**src/rtl/latch_bank_writer.sv**
```systemverilog
// rtl/latch_bank_writer.sv - write sequencer for a bank of D-latches (setup/pulse/hold); optional readback via LATCH_BANK_VERIFY_EN
module latch_bank_writer #(
    parameter int N_LATCH   = 8,
    parameter int ADDR_W    = 3,
    parameter int DATA_W    = 1,
    parameter int SETUP_CYC = 1,
    parameter int PULSE_CYC = 2,
    parameter int HOLD_CYC  = 1
) (
    input  logic                      clk,
    input  logic                      rst_n,
    input  logic                      req_valid,
    output logic                      req_ready,
    input  logic [ADDR_W-1:0]         req_addr,
    input  logic [DATA_W-1:0]         req_data,
    output logic [N_LATCH-1:0]        lat_en,
    output logic [DATA_W-1:0]         lat_d,
    input  logic [N_LATCH*DATA_W-1:0] lat_q,
    output logic                      busy,
    output logic                      done,
    output logic                      addr_err,
    output logic                      vfy_err
);

    localparam int MAX_SP  = (SETUP_CYC > PULSE_CYC) ? SETUP_CYC : PULSE_CYC;
    localparam int MAX_CYC = (MAX_SP > HOLD_CYC) ? MAX_SP : HOLD_CYC;
    localparam int CNT_W   = (MAX_CYC > 1) ? $clog2(MAX_CYC) : 1;

    localparam logic [CNT_W-1:0]  SETUP_LD  = CNT_W'(SETUP_CYC - 1);
    localparam logic [CNT_W-1:0]  PULSE_LD  = CNT_W'(PULSE_CYC - 1);
    localparam logic [CNT_W-1:0]  HOLD_LD   = CNT_W'(HOLD_CYC - 1);
    localparam logic [ADDR_W:0]   N_LATCH_L = (ADDR_W + 1)'(N_LATCH);

    typedef enum logic [2:0] {
        ST_IDLE,
        ST_SETUP,
        ST_PULSE,
        ST_HOLD,
        ST_VERIFY
    } state_t;

    state_t              state, state_next;
    logic [CNT_W-1:0]    cnt, cnt_next;
    logic [ADDR_W-1:0]   addr_r, addr_next;
    logic [DATA_W-1:0]   data_r, data_next;
    logic                oor_r, oor_next;
    logic [N_LATCH-1:0]  lat_en_next, en_dec;
    logic [DATA_W-1:0]   lat_d_next;
    logic                done_next, addr_err_next, vfy_err_next;

    // An out-of-range address matches no index, so the decode is naturally all-zero.
    always_comb begin
        en_dec = '0;
        for (int i = 0; i < N_LATCH; i++) begin
            if (addr_r == ADDR_W'(i)) begin
                en_dec[i] = 1'b1;
            end
        end
    end

`ifdef LATCH_BANK_VERIFY_EN
    logic [DATA_W-1:0] q_sel;

    always_comb begin
        q_sel = '0;
        for (int i = 0; i < N_LATCH; i++) begin
            if (addr_r == ADDR_W'(i)) begin
                q_sel = lat_q[i*DATA_W +: DATA_W];
            end
        end
    end
`else
    logic unused_lat_q;
    assign unused_lat_q = ^lat_q;
`endif

    assign req_ready = (state == ST_IDLE);
    assign busy      = (state != ST_IDLE);

    always_comb begin
        state_next    = state;
        cnt_next      = cnt;
        addr_next     = addr_r;
        data_next     = data_r;
        oor_next      = oor_r;
        lat_en_next   = '0;
        lat_d_next    = lat_d;
        done_next     = 1'b0;
        addr_err_next = 1'b0;
        vfy_err_next  = 1'b0;

        case (state)
            ST_IDLE: begin
                if (req_valid) begin
                    state_next = ST_SETUP;
                    cnt_next   = SETUP_LD;
                    addr_next  = req_addr;
                    data_next  = req_data;
                    oor_next   = ({1'b0, req_addr} >= N_LATCH_L);
                    lat_d_next = req_data;
                end
            end
            ST_SETUP: begin
                if (cnt == '0) begin
                    state_next  = ST_PULSE;
                    cnt_next    = PULSE_LD;
                    lat_en_next = en_dec;
                end else begin
                    cnt_next = cnt - 1'b1;
                end
            end
            ST_PULSE: begin
                if (cnt == '0) begin
                    state_next = ST_HOLD;
                    cnt_next   = HOLD_LD;
                end else begin
                    cnt_next    = cnt - 1'b1;
                    lat_en_next = en_dec;
                end
            end
            ST_HOLD: begin
                if (cnt == '0) begin
`ifdef LATCH_BANK_VERIFY_EN
                    state_next = ST_VERIFY;
                    cnt_next   = '0;
`else
                    state_next    = ST_IDLE;
                    done_next     = 1'b1;
                    addr_err_next = oor_r;
`endif
                end else begin
                    cnt_next = cnt - 1'b1;
                end
            end
`ifdef LATCH_BANK_VERIFY_EN
            ST_VERIFY: begin
                state_next    = ST_IDLE;
                done_next     = 1'b1;
                addr_err_next = oor_r;
                vfy_err_next  = !oor_r && (q_sel != data_r);
            end
`endif
            default: begin
                state_next = ST_IDLE;
            end
        endcase
    end

    always_ff @(posedge clk or negedge rst_n) begin
        if (!rst_n) begin
            state    <= ST_IDLE;
            cnt      <= '0;
            addr_r   <= '0;
            data_r   <= '0;
            oor_r    <= 1'b0;
            lat_en   <= '0;
            lat_d    <= '0;
            done     <= 1'b0;
            addr_err <= 1'b0;
        end else begin
            state    <= state_next;
            cnt      <= cnt_next;
            addr_r   <= addr_next;
            data_r   <= data_next;
            oor_r    <= oor_next;
            lat_en   <= lat_en_next;
            lat_d    <= lat_d_next;
            done     <= done_next;
            addr_err <= addr_err_next;
        end
    end

`ifdef LATCH_BANK_VERIFY_EN
    always_ff @(posedge clk or negedge rst_n) begin
        if (!rst_n) begin
            vfy_err <= 1'b0;
        end else begin
            vfy_err <= vfy_err_next;
        end
    end
`else
    logic unused_vfy_next;
    assign unused_vfy_next = vfy_err_next;
    assign vfy_err = 1'b0;
`endif

endmodule

```
**config.mk**
```make
export PLATFORM = sky130hd
export DESIGN_NAME = latch_bank_writer
export DESIGN_NICKNAME = d
export VERILOG_FILES = /design/src/rtl/latch_bank_writer.sv
export SDC_FILE = /design/constraint.sdc
export NUM_CORES = 1
export LEC_CHECK = 0
export CORE_ASPECT_RATIO = 1.25
export CORE_MARGIN = 4
export CORE_UTILIZATION = 41
export DETAILED_ROUTE_END_ITERATION = 6
export HOLD_SLACK_MARGIN = 0.02
export PLACE_DENSITY = 0.89
export SYNTH_ARGS = -nofsm -noshare
export SYNTH_HDL_FRONTEND = slang
export SYNTH_SLANG_ARGS = --single-unit
```
**constraint.sdc**
```tcl
create_clock -name clk -period 1.67 [get_ports clk]
set_clock_uncertainty 0.15 [all_clocks]
set_input_delay 0.334 -clock clk [delete_from_list [all_inputs] [get_ports clk]]
set_output_delay 0.334 -clock clk [all_outputs]
set_load 0.005 [all_outputs]
```
==> impl_metrics.csv, run 1 <==
group,metric,value,unit
cts,ctsRootBufferMaster,"clkbuf_4",
timing,tns,0,ps
timing,finalSetupViolations,0,
yosys,syn-cell-area,706,µm²
yosys,synth_area_leaders,"dfrtp_1, ha_1, mux2_2",
yosys,avgSynthCellArea,12.8,µm²
placement,place_ws,13.4,ps
drt,firstDrtPassIters,2,
critical_path,critPathRequiredTime,1700,ps
global_route,overflow,0,
yosys,synth_top_area_cell,"dfrtp_1",
critical_path,path_cells,"inv_2, buf_4, ha_2, nor3_4, o21ai_2, mux2_4",
floorplanning,die_h,54.4,µm
drt,met3_length,91,µm
drt,drc,0,
timing,hold_viol,0,
yosys,synth_top_area_share,56.7,%
global_route,grt_start_max_net_pins,17,
floorplanning,ios,29,
yosys,ys_seq_area_share,56.7,%
drt,top_layer,"met4",
floorplanning,start_util,44.1,%
cts,cts.sinks,16,
cts,cts_tree,"built",
yosys,synthCells,55,
power_and_ir_drop,power.density,1700,nW/µm²
drt,num_vias,477,
timing,fmax,621,MHz
critical_path,max_stage_delay,370,ps
power_and_ir_drop,vdd_drop_max,910,µV
drt,via_per_inst,4.72,
layout,final_nets,103,
global_route,grt_pass1_vias,502,
worst_hold_path,hp-class,"input pin to asynchronous set/reset pin",
drt,drtIter0Drc,2,
drt,drtAntennaViolNets,0,
global_route,track_usage,11.2,%
timing,period_minus_slack,1610,ps
floorplanning,rows,16,
placement,place_hpwl,947,µm
placement,gp_congestion,0.747,
critical_path,criticalPathCategory,"flip-flop to flip-flop",
critical_path,crit_slowest_cell,"dfrtp_1",
cts,clock_tree.buffer_depth,2,
layout,syn2layout_area_growth,42.7,%
critical_path,rr_endpoint,"state[1]$_DFFE_PN0P_",
critical_path,rr_startpoint,"state[0]$_DFFE_PN0P_",
run_status,status,"complete, no violations",
timing,finalCritPeriodShare,96.5,%
timing,setup_slack,58.4,ps
layout,final_common_cell,"dfrtp_1",
critical_path,r2r_slack,60,ps
timing,maxSlewViolCount,0,
global_route,antenna_found_initial,0,
drt,met2_length,649,µm
drt,wl_met1,444,µm
layout,layout-drive-gt1-share,38.6,%
floorplanning,core_area,1600,µm²
drt,routed_wl,1190,µm
critical_path,crit_arrival,1640,ps
placement,io_buffers,18,
cts,numCtsBuffers,3,
critical_path,worst_setup_path_start_kind,"flip-flop",
yosys,ys_types,20,
global_route,grt_pass1_wl,1970,µm
yosys,yosys_warnings,0,
power_and_ir_drop,p_leak,0.468,nW
critical_path,critPathMaxFanout,3,
critical_path,r2r_cells,6,
yosys,synth_seq_cells,16,
flow_run,cap_violations,0,
cts,worstSkewPairLatency,290,ps
floorplanning,die_area,2450,µm²
drt,wl_per_cell,11.8,µm
layout,antenna_cells,0,
critical_path,end_kind,"flip-flop",
timing,rsz0062_at_grt,"false",
cts,cts.clk_slew.worst_paths,90,ps
layout,final_cell_mix,"dfrtp_1, clkdlybuf4s50_1, nor2_1, buf_4, mux2_2",
floorplanning,die_x,45.1,µm
cts,htreeDepth,1,
## kinds of logic after synthesis
family,count (synthesis),synth area share [%]
AND/OR/NAND/NOR,19,17.4
flip-flops,16,56.7
multiplexers,7,12.1
AO/OA/AOI/OAI,2,1.95
adder cells (fa/ha/maj),4,7.09
buffers and inverters,6,4.25
other,1,0.531
## stage by stage
step | hold WS, ps | util [%] | power [mW] | cell area, µm² | std cells
finish | 200 | 62.9 | 1.71 | 1010 | 101
global route | 210 | 62.9 | 1.84 | 1010 | 101
CTS | 210 | 62.3 | 1.70 | 997 | 101
detailed placement | 358 | 58.4 | 1.37 | 935 | 95
global placement | 342 | 58.4 | 1.33 | 935 | 95
floorplan | -112 | - | 1.05 | 709 | 56
## cells in the mapped netlist
library cell	n
and2b_2	1
buf_4	2
conb_1	1
dfrtp_1	16
ha_1	4
inv_1	4
mux2_2	4
mux2_4	2
mux2i_1	1
nand2_1	1
nand2_2	1
nand2b_1	2
nand2b_2	1
nand3_1	1
nand3_2	1
nand3b_2	1
nor2_1	7
nor3_2	3
o21ai_0	1
o21ai_2	1
## worst max-delay path: cells and delay by family, from the launching register on
kind / cells / cell delay [ps]
adder cells (fa/ha/maj): 1 / 200
buffers and inverters: 2 / 190
flip-flops: 1 / 370
AO/OA/AOI/OAI: 1 / 100
multiplexers: 1 / 300
AND/OR/NAND/NOR: 1 / 190
## flip-flops by register name (all words and copies together) (netlist names)
register	cells
state	2
lat_d	1
addr_r	3
done	1
lat_en	8
cnt	1
## timing repair
action	CTS	global route
endpoints found under the setup margin	2	4
pin swaps	1	1
endpoints found under the hold margin	0	0
hold buffers	0	0
buffers inserted	2	0
gates resized for setup	7	6
## power breakdown
group,switching [mW],internal (mW),total [mW]
sequential,0.0946,0.506,0.601
combinational,0.353,0.507,0.860
clock,0.119,0.133,0.252
## worst max path at each step
stage | from | endpoint | slack [ps] | cells past startpoint
global placement | req_valid | state[1]$_DFFE_PN0P_ | 30 | 4
global route | state[1]$_DFFE_PN0P_ | req_ready | 10 | 3
CTS | state[0]$_DFFE_PN0P_ | state[1]$_DFFE_PN0P_ | 20 | 5
detailed placement | req_valid | state[1]$_DFFE_PN0P_ | 10 | 4
finish | state[0]$_DFFE_PN0P_ | state[1]$_DFFE_PN0P_ | 60 | 6
floorplan | state[0]$_DFFE_PN0P_ | state[1]$_DFFE_PN0P_ | 190 | 5
## layer usage
layer,global-route usage [%],vias up
met5,0,-
met1,11.6,223
met4,4.39,0
li1,-,232
met3,2.96,2
met2,21.0,20
## area by class of cell
| type | instances | area (µm²) |
|---|---|---|
| inverters | 4 | 15.0 |
| repair buffers | 25 | 230 |
| clock buffers | 4 | 36.3 |
| well taps | 18 | 22.5 |
| flip-flops and latches | 16 | 400 |
| multi-input cells | 34 | 303 |
| fillers | 145 | 594 |
No activity file was read; power rests on OpenSTA's default activity.
==> inputs of run 2 (changes only) <==
--- a/config.mk
+++ b/config.mk
@@ -5,12 +5,14 @@
 export SDC_FILE = /design/constraint.sdc
 export NUM_CORES = 1
 export LEC_CHECK = 0
+export CELL_PAD_IN_SITES_DETAIL_PLACEMENT = 1
+export CELL_PAD_IN_SITES_GLOBAL_PLACEMENT = 1
 export CORE_ASPECT_RATIO = 1.25
 export CORE_MARGIN = 4
-export CORE_UTILIZATION = 41
+export CORE_UTILIZATION = 31
 export DETAILED_ROUTE_END_ITERATION = 6
 export HOLD_SLACK_MARGIN = 0.02
-export PLACE_DENSITY = 0.89
+export PLACE_DENSITY = 0.88
 export SYNTH_ARGS = -nofsm -noshare
 export SYNTH_HDL_FRONTEND = slang
 export SYNTH_SLANG_ARGS = --single-unit
==> impl_metrics.csv, run 2 (synthesis results as in run 1) <==
group,metric,value,unit
timing,fmax,609,MHz
layout,regMostFlops,"lat_en",
layout,reg_top3,"lat_en (8), addr_r (3), state (2)",
critical_path,criticalPathCategory,"flip-flop to flip-flop",
layout,antenna_cells,0,
cts,cts.clk_slew.worst_paths,90,ps
power_and_ir_drop,p_leak,0.473,nW
layout,nFillCells,246,
global_route,overflow,0,
floorplanning,die_area,3110,µm²
power_and_ir_drop,p_sw,592,µW
power_and_ir_drop,seqPwrFrac,34.7,%
layout,final_common_cell,"dfrtp_1",
cts,worstSkewPairLatency,280,ps
placement,placed_area,958,µm²
global_route,antenna_found_initial,0,
layout,layout-drive-gt1-share,39.3,%
drt,via_per_inst,4.31,
drt,num_vias,496,
floorplanning,rows,19,
placement,io_buffers,18,
timing,rsz0062_at_grt,"true",
layout,final_area,1030,µm²
floorplanning,start_util,32.3,%
timing,maxSlewViolCount,0,
critical_path,critPathMaxFanout,3,
cts,numCtsBuffers,3,
critical_path,crit_slowest_cell,"dfrtp_1",
critical_path,end_kind,"flip-flop",
power_and_ir_drop,p_total,1.74,mW
cts,cts.sinks,16,
global_route,grt_pass1_wl,2500,µm
cts,htreeDepth,1,
flow_run,cap_violations,0,
power_and_ir_drop,vdd_drop_max,941,µV
timing,finalCritPeriodShare,98.4,%
placement,place_ws,3.06,ps
power_and_ir_drop,p_int,1.14,mW
power_and_ir_drop,clockPowerShare,14.7,%
critical_path,path_cells,"inv_2, buf_4, ha_4, nor3_2, o21ai_2, mux2_4",
power_and_ir_drop,power.density,1680,nW/µm²
cts,cts_tree,"built",
worst_hold_path,hp-class,"input pin to asynchronous set/reset pin",
layout,syn2layout_area_growth,46.6,%
timing,period_minus_slack,1640,ps
layout,stdcell_count,115,
drt,drtAntennaViolNets,0,
drt,wl_per_cell,13.2,µm
timing,hold_viol,0,
placement,gp_congestion,0.743,
critical_path,worst_setup_path_start_kind,"flip-flop",
power_and_ir_drop,swShare,34.1,%
power_and_ir_drop,pwr-share-comb,50.6,%
run_status,status,"complete, no violations",
timing,finalSetupViolations,0,
drt,routed_wl,1520,µm
global_route,track_usage,10.9,%
drt,drc,0,
cts,ctsRootBufferMaster,"clkbuf_4",
timing,setup_slack,27.0,ps
floorplanning,core_area,2190,µm²
layout,final_nets,104,
floorplanning,die_x,50.7,µm
floorplanning,die_h,61.3,µm
critical_path,crit_arrival,1670,ps
placement,place_hpwl,1170,µm
critical_path,critPathRequiredTime,1700,ps
cts,clock_tree.buffer_depth,2,
layout,largest_reg_flops,8,
drt,firstDrtPassIters,2,
layout,final_cell_mix,"dfrtp_1, clkdlybuf4s50_1, buf_4",
global_route,grt_pass1_vias,543,
global_route,grt_start_max_net_pins,17,
placement,dp.cells,109,
floorplanning,ios,29,
critical_path,max_stage_delay,380,ps
drt,drtIter0Drc,4,
## run 2: stage by stage
step / setup TNS, ps / util [%] / hold slack (ps)
CTS: 0 / 46.3 / 219
floorplan: 0 / - / -112
detailed placement: 0 / 43.8 / 369
global placement: 0 / 43.8 / 342
finish: 0 / 47.3 / 216
global route: -43.1 / 47.3 / 225
## run 2: cell type report
class                   count  area [µm²]  share of cell area (%)
multi-input cells          34         307                    29.6
inverters                   4        15.0                    1.45
well taps                  31        38.8                    3.75
repair buffers             26         238                    23.0
clock buffers               4        36.3                    3.51
flip-flops and latches     16         400                    38.7
## run 2: timing repair
item | in CTS | in global routing
buffers inserted | 1 | 1
gates resized for setup | 7 | 6
hold buffers | 0 | 0
setup endpoints to repair | 2 | 4
pin swaps | 1 | 2
endpoints found under the hold margin | 0 | 0
cloned | 0 | 0
## run 2: power groups by stage
stage               clock (mW)  combinational [mW]  sequential (mW)
detailed placement           0               0.790            0.609
finish                   0.254               0.878            0.603
CTS                      0.261               0.843            0.604
floorplan                    0               0.446            0.601
global route             0.276               0.978            0.620
global placement             0               0.744            0.594
## run 2: per-layer routing
| layer | GRT usage, % | vias up | share of wire [%] |
|---|---|---|---|
| met5 | 0 | - | 0 |
| met4 | 4.62 | 0 | 0 |
| met3 | 1.69 | 0 | 4.9 |
| met2 | 21.1 | 15 | 56 |
| met1 | 11.9 | 250 | 39 |
| li1 | - | 231 | - |
## run 2: critical path, delay by kind of cell (launching register included)
family                   cells  cell delay (ps)
buffers and inverters        2              200
AO/OA/AOI/OAI                1              120
flip-flops                   1              380
multiplexers                 1              300
AND/OR/NAND/NOR              1              210
adder cells (fa/ha/maj)      1              170
## run 2: final timing paths
kind | from | to | slack (ps) | cells after the start
min in group clk | lat_d$_DFFE_PN0P_ | lat_d$_DFFE_PN0P_ | 380 | 1
max | state[0]$_DFFE_PN0P_ | state[1]$_DFFE_PN0P_ | 30 | 6
max in group asynchronous | rst_n | lat_en[0]$_DFF_PN0_ | 970 | 2
min | rst_n | cnt$_DFFE_PN0P_ | 220 | 2
max reg2reg | state[0]$_DFFE_PN0P_ | state[1]$_DFFE_PN0P_ | 30 | 6
min reg2reg | lat_d$_DFFE_PN0P_ | lat_d$_DFFE_PN0P_ | 380 | 1
